--- src/rtl/rms_pkg.sv ---
// -----------------------------------------------------------------------------
// rms_pkg
// Shared constants and state encoding for the RMS chain (averaging stage and
// square-root stage).
//   MEAN_W_DEF  : default width of the mean-square value
//   RMS_W_DEF   : default width of the root (half of MEAN_W_DEF)
//   rms_state_e : sequencing states IDLE / ITER / DONE
// -----------------------------------------------------------------------------
package rms_pkg;

    localparam int MEAN_W_DEF = 32;
    localparam int RMS_W_DEF  = MEAN_W_DEF / 2;

    typedef enum logic [1:0] {
        IDLE = 2'd0,
        ITER = 2'd1,
        DONE = 2'd2
    } rms_state_e;

endpackage

--- src/rtl/rms_sqrt_step.sv ---
// -----------------------------------------------------------------------------
// rms_sqrt_step
// One restoring digit step of an integer square root: brings down two operand
// bits and resolves one root bit.
// Ports:
//   rem_i  [RMS_W+1:0] : partial remainder before the step
//   root_i [RMS_W-1:0] : partial root before the step
//   bits_i [1:0]       : next two operand bits, MSB pair first
//   rem_o  [RMS_W+1:0] : partial remainder after the step
//   root_o [RMS_W-1:0] : partial root after the step
// -----------------------------------------------------------------------------
module rms_sqrt_step
    import rms_pkg::*;
#(
    parameter int RMS_W = RMS_W_DEF
) (
    input  logic [RMS_W+1:0] rem_i,
    input  logic [RMS_W-1:0] root_i,
    input  logic [1:0]       bits_i,
    output logic [RMS_W+1:0] rem_o,
    output logic [RMS_W-1:0] root_o
);

    localparam int REM_W = RMS_W + 2;

    logic [RMS_W+3:0] shifted;
    logic [RMS_W+3:0] trial;
    logic             take;

    // Trial subtrahend is 4*root + 1; the widened arithmetic keeps the compare
    // exact, and the remainder bound guarantees the result fits in REM_W bits.
    always_comb begin
        shifted = {rem_i, bits_i};
        trial   = {2'b00, root_i, 2'b01};
        take    = (shifted >= trial);
        rem_o   = take ? REM_W'(shifted - trial) : REM_W'(shifted);
        root_o  = RMS_W'({root_i, take});
    end

endmodule

--- src/rtl/rms_sqrt.sv ---
// -----------------------------------------------------------------------------
// rms_sqrt
// Sequential integer square root of a mean-square value, one root bit per
// clock. Result is floor(sqrt(mean_in)); with RMS_SQRT_ROUND_EN defined the
// result is rounded to nearest and saturated at 2^RMS_W-1.
// Ports:
//   clk        : rising-edge clock
//   rst_n      : asynchronous active-low reset
//   mean_in    : unsigned mean-square operand (MEAN_W bits)
//   mean_valid : operand valid; accepted only while idle
//   busy       : conversion in flight
//   rms        : last computed root (RMS_W bits), held until next result
//   rms_valid  : one-cycle pulse with each new rms
//   dropped    : one-cycle pulse when mean_valid arrives while busy
//
// state | meaning
// IDLE  | waiting for mean_valid
// ITER  | one digit step per clock, RMS_W clocks
// DONE  | result presented (rms_valid high) for one cycle
// -----------------------------------------------------------------------------
module rms_sqrt
    import rms_pkg::*;
#(
    parameter int MEAN_W = MEAN_W_DEF,
    parameter int RMS_W  = MEAN_W / 2
) (
    input  logic              clk,
    input  logic              rst_n,
    input  logic [MEAN_W-1:0] mean_in,
    input  logic              mean_valid,
    output logic              busy,
    output logic [RMS_W-1:0]  rms,
    output logic              rms_valid,
    output logic              dropped
);

    localparam int CNT_W = (RMS_W > 2) ? $clog2(RMS_W) : 1;

    rms_state_e        state_q, state_d;
    logic [CNT_W-1:0]  cnt_q, cnt_d;
    logic [MEAN_W-1:0] op_q, op_d;
    logic [RMS_W+1:0]  rem_q, rem_d;
    logic [RMS_W-1:0]  root_q, root_d;
    logic [RMS_W-1:0]  rms_q, rms_d;
    logic              rms_valid_q, rms_valid_d;
    logic              dropped_q, dropped_d;

    logic [RMS_W+1:0]  rem_n;
    logic [RMS_W-1:0]  root_n;
    logic [RMS_W-1:0]  result;

    rms_sqrt_step #(.RMS_W(RMS_W)) u_step (
        .rem_i  (rem_q),
        .root_i (root_q),
        .bits_i (op_q[MEAN_W-1:MEAN_W-2]),
        .rem_o  (rem_n),
        .root_o (root_n)
    );

`ifdef RMS_SQRT_ROUND_EN
    // Remainder above the root means the true root is at least root + 0.5.
    logic round_up;
    always_comb begin
        round_up = (rem_n > {2'b00, root_n});
        result   = (round_up && !(&root_n)) ? root_n + RMS_W'(1) : root_n;
    end
`else
    assign result = root_n;
`endif

    always_comb begin
        state_d     = state_q;
        cnt_d       = cnt_q;
        op_d        = op_q;
        rem_d       = rem_q;
        root_d      = root_q;
        rms_d       = rms_q;
        rms_valid_d = 1'b0;
        dropped_d   = 1'b0;
        case (state_q)
            IDLE: begin
                if (mean_valid) begin
                    op_d    = mean_in;
                    rem_d   = '0;
                    root_d  = '0;
                    cnt_d   = CNT_W'(RMS_W - 1);
                    state_d = ITER;
                end
            end
            ITER: begin
                dropped_d = mean_valid;
                op_d      = {op_q[MEAN_W-3:0], 2'b00};
                rem_d     = rem_n;
                root_d    = root_n;
                if (cnt_q == '0) begin
                    // Result registers load on the last step so DONE shows them.
                    rms_d       = result;
                    rms_valid_d = 1'b1;
                    state_d     = DONE;
                end else begin
                    cnt_d = cnt_q - CNT_W'(1);
                end
            end
            DONE: begin
                dropped_d = mean_valid;
                state_d   = IDLE;
            end
            default: state_d = IDLE;
        endcase
    end

    always_ff @(posedge clk or negedge rst_n) begin
        if (!rst_n) begin
            state_q     <= IDLE;
            cnt_q       <= '0;
            op_q        <= '0;
            rem_q       <= '0;
            root_q      <= '0;
            rms_q       <= '0;
            rms_valid_q <= 1'b0;
            dropped_q   <= 1'b0;
        end else begin
            state_q     <= state_d;
            cnt_q       <= cnt_d;
            op_q        <= op_d;
            rem_q       <= rem_d;
            root_q      <= root_d;
            rms_q       <= rms_d;
            rms_valid_q <= rms_valid_d;
            dropped_q   <= dropped_d;
        end
    end

    assign busy      = (state_q != IDLE);
    assign rms       = rms_q;
    assign rms_valid = rms_valid_q;
    assign dropped   = dropped_q;

endmodule

--- config.mk ---
export PLATFORM = sky130hd
export DESIGN_NAME = rms_sqrt
export DESIGN_NICKNAME = d
export VERILOG_FILES = /design/src/rtl/rms_pkg.sv /design/src/rtl/rms_sqrt_step.sv /design/src/rtl/rms_sqrt.sv
export SDC_FILE = /design/constraint.sdc
export NUM_CORES = 1
export LEC_CHECK = 0
export CORE_UTILIZATION = 59
export CTS_BUF_LIST = sky130_fd_sc_hd__clkbuf_2
export CTS_CLUSTER_DIAMETER = 150
export DETAILED_ROUTE_END_ITERATION = 6
export PLACE_DENSITY = 0.83
export SYNTH_ARGS = -nofsm -noshare
export SYNTH_HDL_FRONTEND = slang
export SYNTH_HIERARCHICAL = 1
export SYNTH_SLANG_ARGS = --single-unit
export TNS_END_PERCENT = 20
--- constraint.sdc ---
create_clock -name clk -period 2.99 [get_ports clk]
set_clock_uncertainty 0.1 [all_clocks]
set_input_delay 0.598 -clock clk [delete_from_list [all_inputs] [get_ports clk]]
set_output_delay 0.598 -clock clk [all_outputs]
set_load 0.05 [all_outputs]
==> results of run 1 <==
==> sequential cells by signal, summed over array words and instances, names as in the netlist <==
register and count:
cnt_q 4, rms 16, dropped 1, op_q 32, state_q 2, root_q 16
rem_q 18, rms_valid 1
==> worst max-delay path by stage <==
stage | start | end | slack, ns | cells after the start
2_1_floorplan | rem_q[11]$_DFFE_PN0P_ | rem_q[10]$_DFFE_PN0P_ | 0.35 | 9
4_1_cts | state_q[0]$_DFFE_PN0P_ | busy | 0.03 | 4
5_1_grt | root_q[3]$_DFFE_PN0P_ | rem_q[14]$_DFFE_PN0P_ | 0.0006 | 9
6_report | root_q[3]$_DFFE_PN0P_ | rem_q[14]$_DFFE_PN0P_ | 0.20 | 9
3_5_place_dp | root_q[12]$_DFFE_PN0P_ | rem_q[3]$_DFFE_PN0P_ | 0.31 | 10
3_3_place_gp | root_q[3]$_DFFE_PN0P_ | rem_q[14]$_DFFE_PN0P_ | 0.24 | 9
==> worst max-delay path, cell delays in order, from the launching register on <==
cell       delay, ns
dfrtp_1         0.48
inv_1           0.06
ha_1            0.42
nand4_1         0.12
a2111oi_0       0.58
o21ai_0         0.24
mux2i_1         0.19
nand2_1         0.08
mux2_4          0.27
a22o_1          0.19
==> through the flow <==
step,worst slack (ns),std cells
4_1_cts,0.03352,621
3_3_place_gp,0.2401,605
5_1_grt,0.0006444,621
6_report,0.2042,621
3_5_place_dp,0.3076,605
2_1_floorplan,0.3453,484
==> synthesized netlist by cell type, types with 2 or more instances <==
cell,number
xor2_1,6
mux2i_1,36
nand4_1,4
buf_4,16
o21a_1,4
a2111oi_0,3
o21ai_0,42
a211oi_1,2
mux2_2,17
nand3_1,6
a21o_1,2
and3_1,3
o21ai_1,3
xnor2_1,8
buf_6,4
mux2_4,17
clkbuf_1,6
a22o_1,34
ha_1,22
buf_2,16
a21oi_2,4
nand2b_1,3
nor3_1,4
nand2_1,48
nor2b_1,5
inv_1,31
nor2_1,11
dfrtp_1,90
a31oi_1,2
a211oi_2,2
a21oi_1,12
==> routing by layer <==
metal	up-vias	GRT usage (%)	routed length [um]
li1	1752	-	-
met1	1728	32.87	4712
met2	74	38.63	4574
met3	15	5.742	421
met4	0	7.836	123
met5	-	0	0
==> final cells by class <==
type	instances	area share, %
Multi-Input combinational cell	318	43.68
Sequential cell	90	39.45
Tap cell	105	2.301
Clock buffer	10	0.8766
Timing Repair Buffer	62	10.96
Inverter	31	2.038
Clock inverter	5	0.7013
==> cells by family (layout without fill, tap and decap cells) <==
| kind of cell | Yosys count | count (layout) |
|---|---|---|
| xor gates and xnor gates | 14 | 14 |
| and+or+nand+nor | 91 | 91 |
| muxes | 70 | 70 |
| DFF | 90 | 90 |
| AOI/OAI and AO/OA | 121 | 121 |
| buffers and inverters | 76 | 108 |
| adders and majority gates | 22 | 22 |
==> report_power, final <==
group | total, W | internal (W) | switching, W | leakage [nW]
Clock | 0.000538 | 0.000113 | 0.000424 | 0.0510
Combinational | 0.00435 | 0.00207 | 0.00228 | 1.42
Sequential | 0.00198 | 0.00166 | 0.000321 | 1.16
==> timing repair <==
action	4_1_cts	5_1_grt
endpoints found under the hold margin	22	0
gates resized for setup	0	1
endpoints found under the setup margin	0	1
hold buffers	1	0
==> cells in the final DEF (no fill, tap or decap), types with 2 or more instances in the layout <==
cell type        count
a2111oi_0            3
a211oi_1             2
a211oi_2             2
a21o_1               2
a21oi_1             12
a21oi_2              4
a22o_1              34
a31oi_1              2
and3_1               3
buf_12               2
buf_4                7
clkbuf_2            10
clkdlybuf4s50_1     51
clkinvlp_4           3
dfrtp_1             90
ha_1                21
inv_1               31
inv_6                2
mux2_2              17
mux2_4              17
mux2i_1             35
nand2_1             48
nand2b_1             3
nand3_1              6
nand4_1              4
nor2_1              11
nor2b_1              5
nor3_1               4
o21a_1               4
o21ai_0             42
o21ai_1              3
xnor2_1              8
xor2_1               6
==> flow_summary.json, run 1 <==
{
  "outcome": "complete, no violations",
  "fin_area_sq_um": 5709,
  "path_max_fanout": 7,
  "grt-ovfl-total": 0,
  "synth_cell_types": 52,
  "drive_gt1_share_pct": 13.57,
  "synth_xor_area_share_pct": 2.379,
  "track_usage_pct": 24.32,
  "cp-end-kind": "flop",
  "path_clk_slew_ns": 0.24,
  "avgSynthCellArea_sq_um": 10.65,
  "worstSetupPathType": "reg -> reg",
  "setup_tns_ns": 0,
  "yosys_warnings": 6,
  "crit_arrival_ns": 3.16,
  "setup_viol": 0,
  "ctsLongestPathBuffers": 2,
  "finalCritPeriodShare_pct": 93.17,
  "place.gp.congestion": 0.9217,
  "start_kind": "flop",
  "htree_levels": 3,
  "grt_pass1_vias": 3591,
  "final_hold_viol_count": 0,
  "rows": 33,
  "holdCritPathClass": "in -> async",
  "async_flop_share_pct": 100.0,
  "die_area_sq_um": 9115,
  "synth_top_family_by_area": "compound AO/OA/AOI/OAI gates",
  "syn_area_sq_um": 5155,
  "r2r-end": "rem_q[14]$_DFFE_PN0P_",
  "slew_violations": 0,
  "vias_per_cell": 5.747,
  "cts_setup_buffers": 0,
  "n_fill_cell": 620,
  "synthAdderAreaFrac_pct": 5.340,
  "synth_top_area_cell": "dfrtp_1",
  "synth-edff-count": 0,
  "grt_max_degree": 69,
  "finalPower_w": 0.006875,
  "multi_input_area_sq_um": 2494,
  "powerDensity_nw_per_um2": 1204,
  "ant_nets": 0,
  "maxSlewHeadroom_pct": 57.24,
  "layout.nets": 569,
  "grt_antenna_before_repair": 0,
  "r2r-start": "root_q[3]$_DFFE_PN0P_",
  "cts_tree": "done",
  "reg2reg_depth": 9,
  "first_iter_violations": 164,
  "coreArea_sq_um": 8341,
  "grt_setup_unrepaired": "no",
  "routedWlPerCell_um": 15.83,
  "synth-compound-area-share_pct": 16.33,
  "clockRootBuffer": "clkbuf_2",
  "fin_util_pct": 68.45,
  "die_x_um": 95.47,
  "finalWirelength_um": 9832,
  "clkSinkCount": 90,
  "synthCells": 484,
  "p_leak_nw": 2.633,
  "synth_ff_type": "dfrtp_1",
  "critical_path_required_ns": 3.36,
  "ys_ff_latch": 90,
  "yosysSeqAreaShare_pct": 43.69,
  "seq_area_sq_um": 2252,
  "portBuffers": 53,
  "drc": 0,
  "initial_core_util_pct": 61.81,
  "synth_top_area_share_pct": 43.69,
  "synth_mux_area_share_pct": 15.66,
  "finalCriticalPeriod_ns": 2.786,
  "syn_nets": 541,
  "cts_buffers": 9,
  "clk_latency_ns": 0.55,
  "grt_pass1_wl_um": 17150,
  "diodes": 0,
  "whs_ns": 0.3485,
  "pin_count": 54,
  "ir_worst_vdd_v": 0.0009216,
  "synthToLayoutAreaGrowth_pct": 10.75,
  "rrSetupSlack_ns": 0.20,
  "drv_cap": 0,
  "die_y_um": 95.47,
  "worstMarginPinSlew_ns": 0.6253,
  "fmax_ghz": 0.3590,
  "post_dp_cell_area_sq_um": 5607,
  "yosys.area_share.simple_pct": 8.374,
  "num_vias": 3569,
  "dp_hpwl_um": 6987,
  "drt_first_pass_iters": 4,
  "yosys-top-cells-area": "dfrtp_1 (44%), mux2i_1 (7.0%), a22o_1 (5.8%)"
}
Power figures use the tool's default switching activity.
==> inputs of run 2 (changes only) <==
--- a/config.mk
+++ b/config.mk
@@ -9,6 +9,7 @@
 export CTS_BUF_LIST = sky130_fd_sc_hd__clkbuf_2
 export CTS_CLUSTER_DIAMETER = 150
 export DETAILED_ROUTE_END_ITERATION = 6
+export GPL_ROUTABILITY_DRIVEN = 0
 export PLACE_DENSITY = 0.83
 export SYNTH_ARGS = -nofsm -noshare
 export SYNTH_HDL_FRONTEND = slang
==> results of run 2 <==
Final layout, timing and power as in run 1 (identical DEF).
==> inputs of run 3 (changes only) <==
--- a/config.mk
+++ b/config.mk
@@ -5,12 +5,13 @@
 export SDC_FILE = /design/constraint.sdc
 export NUM_CORES = 1
 export LEC_CHECK = 0
-export CORE_UTILIZATION = 59
-export CTS_BUF_LIST = sky130_fd_sc_hd__clkbuf_2
+export CORE_MARGIN = 2
+export CORE_UTILIZATION = 57
+export CTS_BUF_LIST = sky130_fd_sc_hd__clkbuf_8 sky130_fd_sc_hd__clkbuf_16
 export CTS_CLUSTER_DIAMETER = 150
 export DETAILED_ROUTE_END_ITERATION = 6
 export GPL_ROUTABILITY_DRIVEN = 0
-export PLACE_DENSITY = 0.83
+export PLACE_DENSITY = 0.8
 export SYNTH_ARGS = -nofsm -noshare
 export SYNTH_HDL_FRONTEND = slang
 export SYNTH_HIERARCHICAL = 1
==> run 3 against run 2 <==
Die area up 7.7%. Cell count up 0.97%. Non-clock buffer count up 2. Clock power up 47%. Highest routed layer unchanged.
==> flow_summary.json, run 3 (same netlist as run 1, synthesis figures left out) <==
{
  "mostFrequentLayoutCell": "dfrtp_1",
  "num_vias": 3626,
  "drive_gt1_share_pct": 14.26,
  "largest_reg_flops": 32,
  "layout.nets": 571,
  "outcome": "complete, no violations",
  "cts_buffers": 9,
  "regMostFlops": "op_q",
  "p_leak_nw": 2.676,
  "coreArea_sq_um": 8763,
  "grt_pass1_vias": 3603,
  "final_hold_viol_count": 0,
  "die_y_um": 99.10,
  "drv_cap": 0,
  "crit_arrival_ns": 2.87,
  "ctsHoldBuffers": 0,
  "reg2reg_depth": 10,
  "final_cell_mix": "dfrtp_1 (90), clkdlybuf4s50_1 (52), nand2_1 (48), o21ai_0 (42), mux2i_1 (35)",
  "htree_levels": 3,
  "whs_ns": 0.1743,
  "setup_viol": 0,
  "dp_hpwl_um": 6952,
  "r2r-start": "root_q[2]$_DFFE_PN0P_",
  "fmax_ghz": 0.3684,
  "ant_nets": 0,
  "critical_path_required_ns": 3.15,
  "r2r-end": "rem_q[14]$_DFFE_PN0P_",
  "pin_count": 54,
  "holdCritPathClass": "in -> async",
  "post_dp_cell_area_sq_um": 5633,
  "rows": 34,
  "cts_resized": 0,
  "cp_cell_sequence": "inv_1, ha_1, nand4_1, a2111oi_0, buf_4, o21ai_0, mux2i_1, nand2_1, mux2_4, a22o_1",
  "grt_setup_unrepaired": "no",
  "finalCriticalPeriod_ns": 2.714,
  "rrSetupSlack_ns": 0.28,
  "path_depth": 10,
  "grt-ovfl-total": 0,
  "grt_pass1_wl_um": 16870,
  "initial_core_util_pct": 58.82,
  "drt_first_pass_iters": 4,
  "worstMarginPinSlew_ns": 0.6942,
  "top_regs": "op_q (32), rem_q (18)",
  "cp_slowest_cell": "a2111oi_0",
  "worstSetupPathType": "reg -> reg",
  "crit_buf_inv": 2,
  "routedWlPerCell_um": 15.77,
  "clockRootBuffer": "clkbuf_8",
  "setup_tns_ns": 0,
  "grt_max_degree": 65,
  "first_iter_violations": 144,
  "clkSinkCount": 90,
  "die_area_sq_um": 9821,
  "maxSlewHeadroom_pct": 53.72,
  "powerDensity_nw_per_um2": 1235,
  "clk_latency_ns": 0.37,
  "crit_end": "rem_q[14]$_DFFE_PN0P_",
  "start_kind": "flop",
  "cp-startpoint": "root_q[2]$_DFFE_PN0P_",
  "cp-end-kind": "flop",
  "cts_setup_buffers": 0,
  "cts_tree": "done",
  "slew_violations": 0,
  "max_stage_delay_ns": 0.47,
  "synthToLayoutAreaGrowth_pct": 12.82,
  "die_x_um": 99.10,
  "grt_antenna_before_repair": 0,
  "finalWirelength_um": 9887,
  "ctsLongestPathBuffers": 2,
  "track_usage_pct": 21.28,
  "cp_top_family": "compound AO/OA/AOI/OAI gates",
  "path_max_fanout": 5,
  "ir_worst_vdd_v": 0.0006076,
  "drc": 0,
  "finalCritPeriodShare_pct": 90.78,
  "diodes": 0,
  "vias_per_cell": 5.783,
  "portBuffers": 53,
  "fin_area_sq_um": 5816,
  "path_clk_slew_ns": 0.10
}
[run 3: cell type report]
class	count	area [sq um]
fill	703	2948
multi-input combinational	318	2494
sequential	90	2252
timing repair buffer	64	635.6
tap	108	135.1
clock buffer	9	123.9
inverter	31	116.4
clock inverter	7	58.81
[run 3: power by group]
part,internal [W],leakage (nW),total (W),switching [W]
clock network,0.000317,0.0925,0.000792,0.000476
registers,0.00167,1.16,0.00200,0.000328
logic,0.00212,1.42,0.00439,0.00228
total,0.00410,2.68,0.00718,0.00308
[run 3: metal layers]
layer	up-vias	track usage, %	wire length (um)
met1	1790	27.94	4582
met4	0	6.744	172
li1	1751	-	-
met5	-	0	0
met2	70	35.19	4799
met3	15	4.989	332
[run 3: worst min-delay path by stage]
| stage | startpoint | endpoint | slack, ns |
|---|---|---|---|
| global placement | op_q[28]$_DFFE_PN0P_ | op_q[28]$_DFFE_PN0P_ | 0.36 |
| finish | rst_n | rms[14]$_DFFE_PN0P_ | 0.17 |
| floorplan | rst_n | cnt_q[0]$_DFFE_PN0P_ | 0.20 |
| global route | rst_n | rms[14]$_DFFE_PN0P_ | 0.21 |
| CTS | rst_n | rms[14]$_DFFE_PN0P_ | 0.18 |
| detailed placement | op_q[8]$_DFFE_PN0P_ | op_q[8]$_DFFE_PN0P_ | 0.37 |
[run 3: stage by stage]
stage               instances  power [W]  util (%)  setup slack, ns
CTS                       627   0.007200     66.36           0.2996
detailed placement        611   0.006378     64.28           0.3240
global route              627   0.007772     66.36           0.1036
floorplan                 484   0.005642         -           0.3453
finish                    627   0.007180     66.36           0.2756
global placement          611   0.006221     64.28           0.3389
==> RTL change 1 (config.mk and constraints of run 2) <==
The package constant `MEAN_W_DEF` goes from 32 to 64.
--- a/src/rtl/rms_pkg.sv
+++ b/src/rtl/rms_pkg.sv
@@ -8,7 +8,7 @@
 // -----------------------------------------------------------------------------
 package rms_pkg;
 
-    localparam int MEAN_W_DEF = 32;
+    localparam int MEAN_W_DEF = 64;
     localparam int RMS_W_DEF  = MEAN_W_DEF / 2;
 
     typedef enum logic [1:0] {
Interface: changed (resized mean_in and rms); port bits go from 54 to 102. No check against the original RTL was run, so the function may have changed too.
==> RTL change 1 against run 2 <==
- worst setup slack worse by 0.16 ns
- largest power group unchanged
- first-iteration DRC count rose to 3.1 times the old value
- cell area is 100% higher
- final cell count up 110%
- total power rose by 91%
- critical path depth is 1 higher
- sequential cell count rose by 81
- worst hold slack worse by 0.17 ns
- routed wire length rose by 110%
- die area up 84%
- count of clock-buffer cells in the layout grew 9
- synthesized area increased by 86%
- maximum frequency fell by 5.5%
==> RTL change 1: results (changes against run 2) <==
| Metric | Value |
|---|---|
| Status | complete, no violations |
| Hold WC Path Type | in2async |
| Num CTS Buffers | 17 (+8) |
| Post-synthesis sequential area ratio | 44.7% (+0.98 points) |
| Worst hold slack | 0.178 ns (-0.170 ns) |
| WS Path Type | reg2reg |
| Syn nets | 1047 (+94%) |
| Synth unique cells | 70 (+35%) |
| Hpwl dp | 14.1 mm (+100%) |
| FF-to-FF path depth | 10 (+1) |
| Total track usage | 25.3% (+0.99 points) |
| Leakage | 0.00536 µW (+100%) |
| Port-buffer cells | 101 (+91%) |
| Met1 Use GR | 31.9% (-0.93 points) |
| Met2 GRT Util | 42.6% (+4.0 points) |
| Clock root cell | clkbuf_2 |
| R2r setup slk | 0.04 ns (-0.16 ns) |
| Wire per inst | 16.3 µm (+2.7%) |
| Final #Nets | 1164 (+100%) |
| DRT iter0 DRCs | 515 (+210%) |
| R2R Path End | rem_q[33]$_DFFE_PN0P_ |
| # fillers | 1142 (+84%) |
| Largest net degree at the start of global routing | 68 (-1.4%) |
| Critical Path Max Stage Delay | 0.44 ns (-0.14 ns) |
| First-pass GRT wire length | 33.5 mm (+96%) |
| Initial antenna violation count | 1 (+1) |
| Post-synth top cells | 171 x dfrtp_1, 113 x nand2_1, 82 x o21ai_0 |
| Vias in the first global route | 7165 (+100%) |
| Biggest regs | op_q x64, rem_q x34 |
| Synth warn | 6 (unchanged) |
| Depth of the CTS H-tree | 4 (+1) |
| Largest fanout on the critical path | 5 (-2) |
| Clock-pin slew on the worst setup and hold paths | 0.25 ns |
| Layout cells sized above 1 | 18.4% (+4.8 points) |
| Peak supply drop | 0.565 mV (-39%) |
| Asr flop ratio synth | 100% (unchanged) |
| Reg-to-Reg Start | rem_q[3]$_DFFE_PN0P_ |
| Placed Area | 10900 µm² (+94%) |
| Synth Instances | 942 (+95%) |
| Worst slew pin tran | 0.553 ns (-0.0726 ns) |
| Worst path arrival time | 3.58 ns (+0.42 ns) |
| Critical-path top delay cell | dfrtp_1 |
| Drt pass-1 iters | 5 (+1) |
| Vias | 7386 (+110%) |
| Met3 usage | 7.02% (+1.3 points) |
| Synth area leaders | dfrtp_1 45%, mux2i_1 6.8%, a22o_1 6.0% |
| Worst-Skew Late Latency | 0.78 ns (+0.23 ns) |
| Clock Path Buffers | 2 (unchanged) |
[RTL change 1: critical path, delay by kind of cell (launching register included)]
kind            cells  cell delay [ns]
compound gates      7             1.69
flops               1             0.44
fa+ha+maj           1             0.31
simple gates        1             0.24
buf+inv             1             0.15
[RTL change 1: power breakdown]
group          internal, µW  switching, µW
Sequential             3050            514
Combinational          3880           4390
Clock                   479            837
Total                  7410           5740
[RTL change 1: through the flow]
step | worst slack (ns) | std cells | utilization [%]
final | 0.0419 | 1289 | 72.8
after global routing | -0.0354 | 1289 | 72.8
after CTS | -0.00742 | 1269 | 70.4
after detailed placement | -0.00950 | 1236 | 68.5
after global placement | 0.0343 | 1236 | 68.5
after floorplan | 0.0816 | 942 | -
[RTL change 1: cell families after synthesis]
kind of cell	after synthesis	synth area share [%]
XOR/XNOR	28	2.56
AO/OA/AOI/OAI	273	19.6
adder cells (fa/ha/maj)	38	4.96
multiplexers	103	11.4
AND/OR/NAND/NOR	193	9.34
buffers and inverters	136	7.50
flip-flops	171	44.7
[RTL change 1: timing repair]
item	CTS	global route
setup endpoints to repair	4	34
setup buffers	0	19
hold buffers	1	0
hold endpoints to repair	138	0
pin swaps	2	20
resized for setup	5	33
[RTL change 1: area by class of cell]
type	count	area [µm²]	area share, %
Timing Repair Buffer	183	1690	14.6
Clock inverter	13	169	1.46
Antenna cell	1	2.50	0.0216
Clock buffer	19	95.1	0.823
Inverter	51	194	1.68
Tap cell	216	270	2.34
Multi-Input combinational cell	635	4860	42.0
Sequential cell	171	4280	37.0
[RTL change 1: routing by layer]
metal | wire length [µm] | vias up
li1 | - | 3560
met1 | 8960 | 3603
met2 | 10500 | 194
met3 | 1140 | 29
met4 | 346 | 0
met5 | 0 | -
==> RTL change 2 (config.mk and constraints of run 2) <==
Made on the original files. `op_q` no longer has a reset.
--- a/src/rtl/rms_sqrt.sv
+++ b/src/rtl/rms_sqrt.sv
@@ -113,7 +113,6 @@
         if (!rst_n) begin
             state_q     <= IDLE;
             cnt_q       <= '0;
-            op_q        <= '0;
             rem_q       <= '0;
             root_q      <= '0;
             rms_q       <= '0;
@@ -122,13 +121,16 @@
         end else begin
             state_q     <= state_d;
             cnt_q       <= cnt_d;
-            op_q        <= op_d;
             rem_q       <= rem_d;
             root_q      <= root_d;
             rms_q       <= rms_d;
             rms_valid_q <= rms_valid_d;
             dropped_q   <= dropped_d;
         end
+    end
+
+    always_ff @(posedge clk) begin
+        op_q <= op_d;
     end
 
     assign busy      = (state_q != IDLE);
Formal check against the unedited RTL: same outputs for any inputs over 10 cycles, from zero or initial values and one cycle with rst_n low; that may be too few to reach the edited logic, so the function may still have changed.
==> RTL change 2 against run 2 <==
- count of clock-buffer cells in the layout decreased by 1
- non-clock buffer count up 2
- largest cell class is now flip-flops and latches
- total power shrank 4.1%
- sequential power grew 6%
- via count decreased by 7.8%
- routed wire length decreased by 5.2%
- worst setup slack lost 0.073 ns
- cell area is 1.1% lower
- first-iteration DRC count grew 29%
- synthesized area fell by 1.9%
- sequential cell count did not move
==> RTL change 2: results (changes against run 2) <==
| Metric | Value |
|---|---|
| Status | complete, no violations |
| CP top delay family | buffers and inverters |
| Leakage | 0.00240 µW (-8.7%) |
| Met3 usage | 4.43% (-1.3 points) |
| Synth area leaders | dfrtp_1 29%, edfxtp_1 19%, mux2_2 10% |
| Via density | 5.84 (+1.7%) |
| Met1 Use GR | 30.6% (-2.3 points) |
| Drt pass-1 iters | 4 (unchanged) |
| Placed Area | 5510 µm² (-1.7%) |
| Critical-path top delay cell | clkdlybuf4s50_1 |
| Avg Cell Area, Syn | 12.1 µm² (+14%) |
| Hold WC Path Type | reg2reg |
| CP endpoint | busy |
| Met3 Wirelength | 353 µm (-16%) |
| R2R Path End | rem_q[7]$_DFFE_PN0P_ |
| Post-synthesis sequential area ratio | 47.7% (+4.0 points) |
| Worst path arrival time | 2.16 ns (-1.00 ns) |
| Worst hold slack | 0.435 ns (+0.0869 ns) |
| Total track usage | 22.7% (-1.6 points) |
| DRT iter0 DRCs | 211 (+29%) |
| Routed WL | 9.32 mm (-5.2%) |
| Met2 GRT Util | 36.8% (-1.9 points) |
| Clock-pin slew on the worst setup and hold paths | 0.26 ns (+0.02 ns) |
| Critical Path Max Stage Delay | 0.79 ns (+0.21 ns) |
| Clock Path Buffers | 2 (unchanged) |
| EDFF count, synth | 32 (+32) |
| Placed insts | 546 (-9.8%) |
| Largest fanout on the critical path | 4 (-3) |
| First-pass GRT wire length | 15.3 mm (-11%) |
| Final #Nets | 510 (-10%) |
| FF-to-FF path depth | 10 (+1) |
| Asr flop ratio synth | 64.4% (-36 points) |
| R2r setup slk | 0.17 ns (-0.03 ns) |
| Vias in the first global route | 3280 (-8.7%) |
| Hpwl dp | 6.77 mm (-3.1%) |
| # fillers | 592 (-4.5%) |
| Largest net degree at the start of global routing | 38 (-45%) |
| Peak supply drop | 1.03 mV (+12%) |
| Relative slew slack | 52.3% (-5.0 points) |
| Design internal power | 3920 µW (+1.9%) |
| Syn nets | 474 (-12%) |
| Wire per inst | 16.6 µm (+4.6%) |
| Synth warn | 6 (unchanged) |
| Beginning of the critical path | state_q[0]$_DFFE_PN0P_ |
| Fmax | 0.350 GHz (-2.6%) |
| Layout cells sized above 1 | 22.5% (+8.9 points) |
| Wl on met1 | 4.35 mm (-7.7%) |
| Register area | 2410 µm² (+7.1%) |
| Reg-to-Reg Start | root_q[12]$_DFFE_PN0P_ |
| WL met2 | 4.49 mm (-1.9%) |
| DP Worst Slack | 0.229 ns (-0.0790 ns) |
==> RTL change 2: what timing repair did <==
action | 4_1_cts | 5_1_grt
hold buffers | 1 | 0
gates resized for setup | 0 | 0
buffers inserted | 0 | 0
endpoints found under the hold margin | 31 | 0
==> RTL change 2: layout make-up <==
cell class	count	area share, %
multi-input combinational	258	39.9
tap	105	2.33
sequential	90	42.7
timing repair buffer	64	10.8
clock buffer	9	0.798
clock inverter	7	1.44
inverter	30	1.99
==> RTL change 2: cell families after synthesis <==
kind of cell	after synthesis	synth area share, %
xor gates and xnor gates	14	2.42
adders and majority gates	22	5.44
DFF	90	47.7
buffers and inverters	69	7.84
muxes	68	16.2
and+or+nand+nor	63	6.70
AOI/OAI and AO/OA	91	13.7
==> RTL change 2: power groups by stage <==
stage          logic, µW  clock network (µW)  registers (µW)
2_1_floorplan       3260                   0            2050
3_3_place_gp        3690                   0            2100
3_5_place_dp        3810                   0            2120
4_1_cts             3830                 674            2090
5_1_grt             4190                 713            2130
6_report            3840                 657            2090
